**src/rtl/mem_bridge_pkg.sv**
```systemverilog
// rtl/mem_bridge_pkg.sv - shared FSM encoding, size codes and lane helpers for mem_bridge
package mem_bridge_pkg;

  typedef enum logic [1:0] {
    ST_IDLE   = 2'b00,
    ST_ACCESS = 2'b01,
    ST_RESP   = 2'b10
  } state_t;

  localparam logic [1:0] SZ_WORD    = 2'b00;
  localparam logic [1:0] SZ_HALF    = 2'b01;
  localparam logic [1:0] SZ_BYTE    = 2'b10;
  localparam logic [1:0] SZ_ILLEGAL = 2'b11;

  localparam int TIMEOUT_DEFAULT = 255;

  // Big-endian lanes: byte offset 0 lives in bits [31:24].
  function automatic logic [3:0] lane_enables(input logic [1:0] size, input logic [1:0] offset);
    case (size)
      SZ_BYTE: lane_enables = 4'b1000 >> offset;
      SZ_HALF: lane_enables = offset[1] ? 4'b0011 : 4'b1100;
      default: lane_enables = 4'b1111;
    endcase
  endfunction

  function automatic logic access_legal(input logic [1:0] size, input logic [1:0] offset);
    case (size)
      SZ_WORD: access_legal = (offset == 2'b00);
      SZ_HALF: access_legal = ~offset[0];
      SZ_BYTE: access_legal = 1'b1;
      default: access_legal = 1'b0;
    endcase
  endfunction

  function automatic logic [31:0] replicate_store(input logic [1:0] size, input logic [31:0] wdata);
    case (size)
      SZ_BYTE: replicate_store = {4{wdata[7:0]}};
      SZ_HALF: replicate_store = {2{wdata[15:0]}};
      default: replicate_store = wdata;
    endcase
  endfunction

endpackage

```
**src/rtl/mem_bridge_load_align.sv**
```systemverilog
// rtl/mem_bridge_load_align.sv - selects the addressed load lane and sign/zero-extends it
module mem_bridge_load_align
  import mem_bridge_pkg::*;
(
  input  logic [31:0] rdata,
  input  logic [1:0]  offset,
  input  logic [1:0]  size,
  input  logic        sign,
  output logic [31:0] data
);

  logic [7:0]  byte_lane;
  logic [15:0] half_lane;

  always_comb begin
    byte_lane = 8'h00;
    half_lane = 16'h0000;
    data      = rdata;
    case (offset)
      2'd0:    byte_lane = rdata[31:24];
      2'd1:    byte_lane = rdata[23:16];
      2'd2:    byte_lane = rdata[15:8];
      default: byte_lane = rdata[7:0];
    endcase
    half_lane = offset[1] ? rdata[15:0] : rdata[31:16];
    case (size)
      SZ_BYTE: data = {{24{sign & byte_lane[7]}}, byte_lane};
      SZ_HALF: data = {{16{sign & half_lane[15]}}, half_lane};
      default: data = rdata;
    endcase
  end

endmodule

```
**src/rtl/mem_bridge.sv**
```systemverilog
// rtl/mem_bridge.sv - CPU load/store to single-port memory bridge with alignment, lanes and timeout
module mem_bridge
  import mem_bridge_pkg::*;
#(
  parameter int TIMEOUT = TIMEOUT_DEFAULT
) (
  input  logic        clk,
  input  logic        rst_n,
  input  logic        cpu_req,
  input  logic        cpu_wr,
  input  logic [31:0] cpu_addr,
  input  logic [31:0] cpu_wdata,
  input  logic [1:0]  cpu_size,
  input  logic        cpu_sign,
  output logic        cpu_stall,
  output logic        cpu_done,
  output logic [31:0] cpu_rdata,
  output logic        cpu_err,
  output logic        mem_req,
  output logic        mem_we,
  output logic [31:0] mem_addr,
  output logic [3:0]  mem_be,
  output logic [31:0] mem_wdata,
  input  logic        mem_ack,
  input  logic [31:0] mem_rdata
);

  localparam logic [7:0] TIMEOUT_CNT = 8'(TIMEOUT);

  state_t      state, state_nxt;
  logic        wr_q, sign_q, err_q;
  logic [31:0] addr_q, wdata_q, rdata_q;
  logic [1:0]  size_q;
  logic [7:0]  cnt_q;
  logic        in_access, req_legal, timeout_hit;
  logic [31:0] load_data;

  assign in_access   = (state == ST_ACCESS);
  assign req_legal   = access_legal(cpu_size, cpu_addr[1:0]);
  assign timeout_hit = ((cnt_q + 8'd1) == TIMEOUT_CNT);

  mem_bridge_load_align u_load_align (
    .rdata  (mem_rdata),
    .offset (addr_q[1:0]),
    .size   (size_q),
    .sign   (sign_q),
    .data   (load_data)
  );

  always_ff @(posedge clk or negedge rst_n) begin
    if (!rst_n) state <= ST_IDLE;
    else        state <= state_nxt;
  end

  always_comb begin
    state_nxt = state;
    case (state)
      ST_IDLE:   if (cpu_req) state_nxt = req_legal ? ST_ACCESS : ST_RESP;
      ST_ACCESS: if (mem_ack || timeout_hit) state_nxt = ST_RESP;
      ST_RESP:   state_nxt = ST_IDLE;
      default:   state_nxt = ST_IDLE;
    endcase
  end

  // An ack arriving on the final counted cycle still wins over the timeout.
  always_ff @(posedge clk or negedge rst_n) begin
    if (!rst_n) begin
      wr_q    <= 1'b0;
      sign_q  <= 1'b0;
      err_q   <= 1'b0;
      addr_q  <= '0;
      wdata_q <= '0;
      rdata_q <= '0;
      size_q  <= SZ_WORD;
      cnt_q   <= '0;
    end else begin
      case (state)
        ST_IDLE: begin
          if (cpu_req) begin
            wr_q    <= cpu_wr;
            sign_q  <= cpu_sign;
            addr_q  <= cpu_addr;
            wdata_q <= cpu_wdata;
            size_q  <= cpu_size;
            err_q   <= ~req_legal;
            rdata_q <= '0;
            cnt_q   <= '0;
          end
        end
        ST_ACCESS: begin
          if (mem_ack) begin
            rdata_q <= wr_q ? 32'h0 : load_data;
          end else if (timeout_hit) begin
            err_q <= 1'b1;
          end else begin
            cnt_q <= cnt_q + 8'd1;
          end
        end
        default: ;
      endcase
    end
  end

  assign cpu_done  = (state == ST_RESP);
  assign cpu_err   = cpu_done & err_q;
  assign cpu_rdata = cpu_done ? rdata_q : 32'h0;
  assign cpu_stall = rst_n & cpu_req & ~cpu_done;

  assign mem_req   = in_access;
  assign mem_we    = in_access & wr_q;
  assign mem_addr  = in_access ? {addr_q[31:2], 2'b00} : 32'h0;
  assign mem_be    = in_access ? lane_enables(size_q, addr_q[1:0]) : 4'b0000;
  assign mem_wdata = in_access ? replicate_store(size_q, wdata_q) : 32'h0;

endmodule

```
**config.mk**
```make
export PLATFORM = sky130hd
export DESIGN_NAME = mem_bridge
export DESIGN_NICKNAME = d
export VERILOG_FILES = /design/src/rtl/mem_bridge_pkg.sv /design/src/rtl/mem_bridge_load_align.sv /design/src/rtl/mem_bridge.sv
export SDC_FILE = /design/constraint.sdc
export NUM_CORES = 1
export LEC_CHECK = 0
export CELL_PAD_IN_SITES_DETAIL_PLACEMENT = 0
export CELL_PAD_IN_SITES_GLOBAL_PLACEMENT = 2
export CORE_MARGIN = 5
export CORE_UTILIZATION = 27
export DETAILED_ROUTE_END_ITERATION = 8
export GPL_TIMING_DRIVEN = 1
export PLACE_DENSITY = 0.92
export SYNTH_ARGS = -nofsm -noshare
export SYNTH_HDL_FRONTEND = slang
export SYNTH_SLANG_ARGS = --single-unit
```
**constraint.sdc**
```tcl
create_clock -name clk -period 4.73 [get_ports clk]
set_input_delay 0.946 -clock clk [delete_from_list [all_inputs] [get_ports clk]]
set_output_delay 0.946 -clock clk [all_outputs]
set_load 0.02 [all_outputs]
```
==> flow_summary.ini <==
[run_status]
status = finished clean

[logic_synthesis]
synth_edf_count = 0
synth.cell_area_sq_um = 5780
synth_top_area_share_pct = 48.1
synth_simple_gate_area_share_pct = 26.9
synth_most_common_cell = nand2_1
yosys_warnings = 0
yosys-top-cells-count = nand2_1 (216), dfrtp_1 (111), and2_1 (74)
synth-async-reset-ratio_pct = 100
synth_adder_area_share_pct = 0.866
synth_area_per_cell_sq_um = 8.31
synth_area_leaders = dfrtp_1 (48%), nand2_1 (14%), and2_1 (8.0%), o21ai_0 (5.6%), a21oi_1 (3.2%)
synth_top_family_by_area = simple AND/OR/NAND/NOR gates
yosysSeqAreaShare_pct = 48.1
synth-xor-area-share_pct = 0.152
synth_flop_cell = dfrtp_1
synth_cells = 696
synth_top_cell_by_area = dfrtp_1
synth_cell_types = 46
synth_compound_area_share_pct = 16.4
muxShareOfSynthArea_pct = 2.51
synth_seq_cells = 111

[grt]
antenna_found_initial = 0
grt_overflow_total = 0
grt_pass1_vias = 5423
grt_pass1_wl_mm = 30.2
track_usage_pct = 15.6
grt_max_degree = 66

[clock_network]
clockRootBuffer = clkbuf_16
ctsResizeCount = 0
cts_buffers = 9
cts.path.max_buffers = 2
insertion_delay_ns = 0.36
cts.sinks = 111
ctsHoldBuffers = 0
cts_tree = built
cts_setup_buffers = 0
htreeDepth = 3
cts.clk_slew.worst_paths_ns = 0.08

[placement]
post-dp-hpwl_mm = 13.9
gp_congestion = 0.796
port_buffers = 206

[floorplanning]
die_h_microns = 156
coreArea_sq_um = 21000
die_w_microns = 156
start_util_pct = 27.5
die_area_sq_um = 24400
rows = 53
io_pins = 209

[critical_path]
start_kind = flop
critPathMaxFanout = 21
crit_type = flop to output pin
r2r_end = rdata_q[27]
required_ns = 3.78
endpoint_kind = output pin
rr_startpoint = addr_q[1]
r2r_cells = 5
rrSetupSlack_ns = 2.17
crit_arrival_ns = 2.98

[route]
wl_per_cell_microns = 16.8
drt_iter0_drc = 258
routed_via_density = 4.68
ant_nets = 0
drc_errors = 0
drt-total-wl_mm = 19.4
vias = 5401
drt_pass1_iterations = 4

[cells_and_area]
drive_gt1_share_pct = 5.34
fillers = 2160
nets = 983
regArea_sq_um = 2780
fin_util_pct = 39.9
synthToLayoutAreaGrowth_pct = 45.2
multiInputGateArea_sq_um = 2730
diodes = 0

[sta]
final.setup.tns_ns = 0
fin_crit_sh_pct = 83.0
rsz0062_at_grt = no
fmax_mhz = 255
setup_viol = 0
relSlewSlack_pct = 25.2
drv_slew = 0
min_period_ns = 3.93
hold_viol = 0
finClkSkew_ns = 0.0116
tightest_slew_ns = 1.12

[min_path]
hold_class = flop to flop
min_delay_path_depth = 2
min_from = addr_q[6]
whs_endpoint = addr_q[6]

[flow_run]
cap_violations = 0

[pwr]
power.total_mw = 3.56
ir_drop_mv = 0.252
power_density_nw_per_um2 = 424
p_leak_nw = 3.67
[metrics by stage]
stage	hold WS, ns	worst slack (ns)	area (sq um)	instances
floorplan	0.437	1.93	5780	697
global route	0.487	0.550	8390	1155
finish	0.469	0.805	8390	1155
global placement	0.449	1.17	8080	1139
CTS	0.474	0.750	8390	1155
detailed placement	0.454	1.15	8080	1139
[state kept, by name, summed over array words and instances (netlist names)]
register,flops
size_q,2
err_q,1
cnt_q,8
wr_q,1
rdata_q,32
wdata_q,32
sign_q,1
state,2
addr_q,32
[placed cells by master, fill, tap and decap left out, types with 3 or more instances in the layout]
master	netlist	routed
o21ai_0	65	65
mux2_2	10	10
clkbuf_16	0	9
a21oi_1	37	37
a221o_1	11	11
clkdlybuf4s50_1	0	205
and2b_1	3	3
a22oi_1	16	16
nand3_1	3	3
inv_1	23	23
nand2_1	216	216
and2_1	74	74
a21boi_0	8	8
nor2_1	18	17
nor2b_1	4	4
a22o_1	8	8
buf_4	4	10
nand2b_1	4	4
nand4_1	3	3
dfrtp_1	111	111
ha_1	4	3
[cells by family after synthesis]
| family | after synthesis |
|---|---|
| simple gates | 340 |
| fa+ha+maj | 4 |
| mux | 12 |
| compound gates | 155 |
| buf+inv | 72 |
| xor+xnor | 1 |
| other cells | 1 |
| flops | 111 |
[worst max path at each step]
stage                         start             to  cells past startpoint
after floorplan           size_q[0]  mem_wdata[16]                      7
after global placement    size_q[1]  mem_wdata[17]                      7
after detailed placement  size_q[1]  mem_wdata[17]                      7
after CTS                 size_q[1]  mem_wdata[17]                      7
after global routing      size_q[1]  mem_wdata[17]                      7
final                     size_q[1]  mem_wdata[17]                      7
[final cells by class]
class	instances	share of cell area, %
clock buffers	10	2.73
well taps	275	4.10
clock inverters	6	0.925
repair buffers	216	25.6
inverters	23	1.03
multi-input cells	514	32.5
flip-flops and latches	111	33.1
[critical path, cell delays in order (launching register included)]
cell and delay (ns):
dfrtp_1 0.39, inv_1 0.07, ha_1 0.63, nor2_1 0.11, nor2_1 0.49, a22oi_1 0.13, nor2_1 0.18, clkdlybuf4s50_1 0.63
[where the power goes]
| part | switching [mW] | internal (mW) |
|---|---|---|
| sequential | 0.171 | 1.19 |
| clock | 0.388 | 0.422 |
| combinational | 0.819 | 0.566 |
[routing by layer]
metal / routed length (microns) / GRT usage (%) / part of all wire [%] / vias to the layer above
met1: 8910 / 21.6 / 46 / 2545
met5: 0 / 0 / 0 / -
met2: 8770 / 23.9 / 45 / 190
met4: 241 / 4.21 / 1.2 / 0
met3: 1490 / 4.70 / 7.7 / 17
li1: - / - / - / 2649
(Power assumes the default switching activity.)
